[src/rtl/cipher_out_fifo.sv]
// -----------------------------------------------------------------------------
// cipher_out_fifo
//   Small ciphertext output queue between the encryption core and a consumer.
//   A registered memory with one cycle of latency: a word pushed at one edge
//   becomes visible on the output after that edge. There is no fall-through.
//   A zeroize request wipes every entry, one entry per cycle. After the wipe
//   the queue is empty and wipe_done pulses. A popped entry is cleared in the
//   same cycle, so ciphertext never stays in a freed slot.
//
// Parameters
//   N      ciphertext width in bits
//   DEPTH  entry count (power of two, >= 2)
//
// Ports
//   clk        single clock; all state updates on the rising edge
//   rst_n      asynchronous active-low reset
//   in_data    ciphertext from the encryption core
//   in_valid   in_data is valid
//   in_ready   queue accepts in_data this cycle
//   zeroize    request to wipe all stored ciphertext
//   out_data   head-of-queue ciphertext; all-zero whenever out_valid=0
//   out_valid  out_data is valid
//   out_ready  consumer takes out_data
//   count      current occupancy, 0..DEPTH
//   wipe_done  one-cycle pulse on the last wipe cycle
// -----------------------------------------------------------------------------
module cipher_out_fifo #(
    parameter int N     = 8,
    parameter int DEPTH = 4
) (
    input  logic                       clk,
    input  logic                       rst_n,
    input  logic [N-1:0]               in_data,
    input  logic                       in_valid,
    output logic                       in_ready,
    input  logic                       zeroize,
    output logic [N-1:0]               out_data,
    output logic                       out_valid,
    input  logic                       out_ready,
    output logic [$clog2(DEPTH):0]     count,
    output logic                       wipe_done
);

    localparam int AW = $clog2(DEPTH);
    localparam int CW = AW + 1;

    localparam logic [0:0] ST_RUN  = 1'b0;
    localparam logic [0:0] ST_WIPE = 1'b1;

    logic [0:0]    r_state;
    logic [N-1:0]  r_mem [DEPTH];
    logic [AW-1:0] r_wr_ptr;
    logic [AW-1:0] r_rd_ptr;
    logic [CW-1:0] r_count;
    logic [AW-1:0] r_wipe_idx;

    logic          w_run;
    logic          w_wipe;
    logic          w_push;
    logic          w_pop;
    logic          w_wipe_last;
    logic [DEPTH-1:0] w_wr_sel;
    logic [DEPTH-1:0] w_clr_sel;

    assign w_run       = (r_state == ST_RUN);
    assign w_wipe      = (r_state == ST_WIPE);
    assign w_wipe_last = w_wipe && (r_wipe_idx == AW'(DEPTH - 1));

    // rst_n gates in_ready directly, so upstream sees "not ready" while
    // reset is held and no edge is needed for that.
    assign in_ready  = w_run && (r_count < CW'(DEPTH)) && !zeroize && rst_n;
    assign out_valid = w_run && (r_count != '0) && !zeroize;

    // Mask the head with out_valid so that stale ciphertext never appears on
    // the bus. This covers the wipe and the cycle in which zeroize is raised.
    assign out_data  = out_valid ? r_mem[r_rd_ptr] : '0;
    assign wipe_done = w_wipe_last;
    assign count     = r_count;

    assign w_push = in_valid && in_ready;
    assign w_pop  = out_valid && out_ready;

    // Decode each entry's write and clear enables. A push and a pop in the
    // same cycle cannot hit the same slot. A pop needs count>0 and a push
    // needs count<DEPTH, so the two pointers differ when both occur.
    for (genvar gi = 0; gi < DEPTH; gi++) begin : g_sel
        assign w_wr_sel[gi]  = w_push && (r_wr_ptr == AW'(gi));
        assign w_clr_sel[gi] = (w_pop  && (r_rd_ptr   == AW'(gi))) ||
                               (w_wipe && (r_wipe_idx == AW'(gi)));
    end

    // The storage is a register array, not block RAM. Reset must clear every
    // entry at once, and that needs registers.
    always_ff @(posedge clk or negedge rst_n) begin
        if (!rst_n) begin
            for (int i = 0; i < DEPTH; i++) begin
                r_mem[i] <= '0;
            end
        end else begin
            for (int i = 0; i < DEPTH; i++) begin
                if (w_clr_sel[i]) begin
                    r_mem[i] <= '0;
                end else if (w_wr_sel[i]) begin
                    r_mem[i] <= in_data;
                end
            end
        end
    end

    always_ff @(posedge clk or negedge rst_n) begin
        if (!rst_n) begin
            r_state    <= ST_RUN;
            r_wr_ptr   <= '0;
            r_rd_ptr   <= '0;
            r_count    <= '0;
            r_wipe_idx <= '0;
        end else begin
            case (r_state)
                ST_RUN: begin
                    if (zeroize) begin
                        // A zeroize request blocks any push or pop in this cycle.
                        r_state    <= ST_WIPE;
                        r_wipe_idx <= '0;
                    end else begin
                        if (w_push) begin
                            r_wr_ptr <= r_wr_ptr + AW'(1);
                        end
                        if (w_pop) begin
                            r_rd_ptr <= r_rd_ptr + AW'(1);
                        end
                        if (w_push && !w_pop) begin
                            r_count <= r_count + CW'(1);
                        end else if (w_pop && !w_push) begin
                            r_count <= r_count - CW'(1);
                        end
                    end
                end
                ST_WIPE: begin
                    // zeroize is ignored here. The wipe always takes DEPTH cycles.
                    r_wipe_idx <= r_wipe_idx + AW'(1);
                    if (w_wipe_last) begin
                        r_state    <= ST_RUN;
                        r_wr_ptr   <= '0;
                        r_rd_ptr   <= '0;
                        r_count    <= '0;
                        r_wipe_idx <= '0;
                    end
                end
                default: begin
                    r_state <= ST_RUN;
                end
            endcase
        end
    end

endmodule

[config.mk]
export PLATFORM = sky130hd
export DESIGN_NAME = cipher_out_fifo
export DESIGN_NICKNAME = d
export VERILOG_FILES = /design/src/rtl/cipher_out_fifo.sv
export SDC_FILE = /design/constraint.sdc
export NUM_CORES = 1
export LEC_CHECK = 0
export BUFFER_PORTS_ARGS = -buffer_cell sky130_fd_sc_hd__buf_2
export CAP_MARGIN = 20
export CORE_MARGIN = 2
export CORE_UTILIZATION = 65
export CTS_BUF_LIST = sky130_fd_sc_hd__clkbuf_4 sky130_fd_sc_hd__clkbuf_8
export CTS_CLUSTER_SIZE = 30
export DETAILED_ROUTE_END_ITERATION = 8
export PLACE_DENSITY = 0.88
export SLEW_MARGIN = 20
export SYNTH_ARGS = -nofsm -noshare
export SYNTH_HDL_FRONTEND = slang
export SYNTH_SLANG_ARGS = --single-unit
[constraint.sdc]
create_clock -name clk -period 4.1 [get_ports clk]
set_clock_uncertainty 0.15 [all_clocks]
set_input_delay 1.23 -clock clk [delete_from_list [all_inputs] [get_ports clk]]
set_output_delay 1.23 -clock clk [all_outputs]
set_load 0.02 [all_outputs]
==> results.txt <==
The run finished with clean final reports. When the netlist entered floorplanning its net count stood at 218. The horizontal extent of the die came out at around 63 µm.

TritonCTS built the clock tree. STA classifies the critical path startpoint as a register. By area the synthesized netlist is led by dfrtp_1 47%, mux2i_1 16%, mux4_2 8.0%. For this run, the leading register cell type out of synthesis is dfrtp_1. Setup repair after global routing left no endpoint under its margin.

The number of buffers between clock root and the deepest sink came out at 2. At the worst endpoint, the arrival time is between 2 and 2.5 ns. The number of design rule violations left after detail routing came out at 0. The core area came out at between 3000 and 4000 µm². In this run the most critical hold path is launched from r_mem[9]$_DFFE_PN0P_. The total CTS buffers came out at 5. The post-cts resize count is 0. The number of global-route vias before repair came to 1,672. The ratio of final minimum period to clock period is 85.0%. The die height came out at 62.8 µm. The mapped netlist covers 2250 µm². The actual slew at the worst max-slew pin came out at 0.685 ns. Of the cells placed in the final design, the portion with a size suffix greater than 1 is 23.9%. The H-tree depth is 2.

The register clock-pin slew on the reported worst setup and hold paths came out at approximately 0.13 ns. The count of antenna-violating nets left after detailed routing came out at 0. The synthesis-stage register bit count came out at 42. Global routing used 27.7% of the available tracks across all layers. The number of antenna diodes is 0. After the first detailed-routing iteration, the DRC count stood at slightly below 100. Yosys mapped the design onto 25 distinct sky130hd cell types. For this design the ratio of total power to cell area is 465 nW/µm².

The portion of synthesized cell area occupied by the leading cell type is 46.8%. The total die area came out at 3940 µm². The critical path goes through mux4_2 > and3_1 > buf_2.

The commonest cells after synthesis are 42 x dfrtp_1, 35 x mux2i_1, 35 x nor2_1. The number of sinks driven by the clock tree came out at 42. Global routing finished with a remaining overflow of 0. The pre-antenna-repair detailed-routing pass consisted of 4 iterations. Setup violations remaining at the end of the flow were counted as 0. After detailed routing, the number of vias per cell comes to about 5.9. Yosys mapped a number of flops with a built-in enable equal to 0.

The critical path is of the reg2out type. The global placer's final weighted congestion is 0.771. The number of setup buffers added after CTS is 0. The largest total area in the synthesized netlist belongs to dfrtp_1. Input and output buffers added on the ports amount to 26.

On the critical path, the stage with the largest delay is an instance of dfrtp_1. STA classifies the critical path endpoint as an output port. The global-route wire length before repair is between 8000 and 9000 µm. For this run, the top clock speed supported by timing is approximately 290 MHz. The filler-free cell count of the finished design is ~270. The final max-slew violation count is 0. The required time at the endpoint of the critical path is approximately 2.7 ns.

In this run the worst setup path begins at r_rd_ptr[0]$_DFFE_PN0P_. The total via count in the routed design came out at 1,591. The worst max-slew margin expressed relative to the limit came out at between 50 and 60%. The net total in the final layout is 247. The half-perimeter wire length after placement is 3270 µm. CTS placed an instance of clkbuf_4 at the clock tree root.

The time the worst path needs with I/O delays and setup is between 3 and 4 ns. The count of hold buffers inserted by post-cts repair came out at 0. The clock latency on the worst-skew pair is 0.36 ns. The initial core utilization is 67.3%. The cell count after synthesis came out at 192. Of all nets on the critical path, the largest fanout is 13.

The number of antenna violations at the first check in global routing was 0. After synthesis, the share of flip-flops with an asynchronous set or reset is 100%. Row generation in the floorplan step produced 21 rows. The pin count of the biggest net entering global routing came out at 43. In this run, placement finished with an instance count of 260.

The Yosys warning count is 0. 27 I/O pins were placed. The layout-stage area growth over the synthesis result came out at 10.9%.

The static power due to leakage came out at approximately 0.0015 µW. The type of the tightest min-delay check is reg2reg. The count of final hold-check violations was 0.

The reported max-cap violation count is 0. The detailed-route wire length is between 4000 and 5000 µm. The post-synthesis sequential area ratio is 46.8%. The worst register-to-register path begins at count[2]$_DFFE_PN0P_. The count of buffering cells on the critical path with inverters included is 1.

In this design, the largest share of critical-path delay is due to flip-flops. The peak supply drop is 0.000286 V. The dominant cell by count in the synthesized netlist is dfrtp_1.

After detailed routing, the average wire length per cell comes to about 18 µm. The mean instance size in the synthesized netlist is 11.7 µm². The setup total negative slack is 0 ns. The delay of the slowest cell on the worst path is 0.81 ns.
-- placed cells by master, fill, tap and decap left out, drive strengths merged --
cell type  netlist  routed
mux2i           35      35
nand2            9       9
inv             10      10
fa               1       1
nor4b            1       1
clkinv           0       1
buf              4      29
a21o             1       1
mux4             8       8
o31ai            1       1
xnor2            1       1
a22o             4       4
nand3            9       9
a221o            1       1
or3              1       1
nor3b            1       1
nor3             1       1
ha              12      12
and3             9       9
nor2            35      35
o21ai            3       3
dfrtp           42      42
clkbuf           3       7
-- flip-flops by register name, summed over array words and instances, names as in the netlist --
name and flops:
r_mem 32, count 3, r_rd_ptr 2, r_wipe_idx 2, r_wr_ptr 2, r_state 1
-- tightest hold or removal path: stages (launching register included) --
cell     delay [ns]
dfrtp_1        0.36
mux2i_1        0.07
nor2_1         0.08
-- cell type report --
class	instances	area (µm²)
clock inverter	1	5.00
sequential	42	1050
inverter	10	37.5
clock buffer	7	58.8
timing repair buffer	29	153
fill	251	846
multi-input combinational	133	1130
tap	46	57.6
-- path summary, 6_finish.rpt --
check / cells after the start / slack [ns] / endpoint
worst min register to register: 2 / 0.38 / r_mem[9]$_DFFE_PN0P_
worst max register to register: 6 / 1.63 / count[2]$_DFFE_PN0P_
min in group asynchronous: 2 / 0.80 / r_mem[24]$_DFFE_PN0P_
worst max-delay path: 3 / 0.61 / out_data[5]
worst min-delay path: 2 / 0.38 / r_mem[9]$_DFFE_PN0P_
max in group asynchronous: 2 / 2.63 / r_mem[3]$_DFFE_PN0P_
-- metal layers --
metal	GRT usage [%]	part of all wire (%)	vias up	wire length, µm
met3	5.77	3.9	8	183
met5	0	0	-	0
li1	-	-	721	-
met1	38.2	44	819	2090
met4	6.11	1.1	0	53
met2	46.1	51	43	2410
-- logic make-up after synthesis --
family | Yosys count | synth area share, %
buffers and inverters | 17 | 3.01
adder cells (fa/ha/maj) | 13 | 7.57
XOR/XNOR | 1 | 0.724
flip-flops | 42 | 46.8
multiplexers | 43 | 23.6
AND/OR/NAND/NOR | 66 | 15.0
AO/OA/AOI/OAI | 10 | 3.34
-- through the flow --
step | power [µW] | hold slack (ns) | setup slack, ns | util, % | area (µm²)
2_1_floorplan | 805 | 0.334 | 0.743 | - | 2250
3_3_place_gp | 912 | 0.348 | 0.745 | 72.7 | 2430
3_5_place_dp | 938 | 0.361 | 0.708 | 72.7 | 2430
4_1_cts | 1160 | 0.384 | 0.595 | 74.7 | 2490
5_1_grt | 1230 | 0.416 | 0.460 | 74.7 | 2490
6_report | 1160 | 0.381 | 0.614 | 74.7 | 2490
-- where the power goes --
group          internal [µW]  switching [µW]
Clock                   89.9             136
Combinational            147             239
Sequential               466            79.3
Total                    704             454
Power figures use the tool's default switching activity.
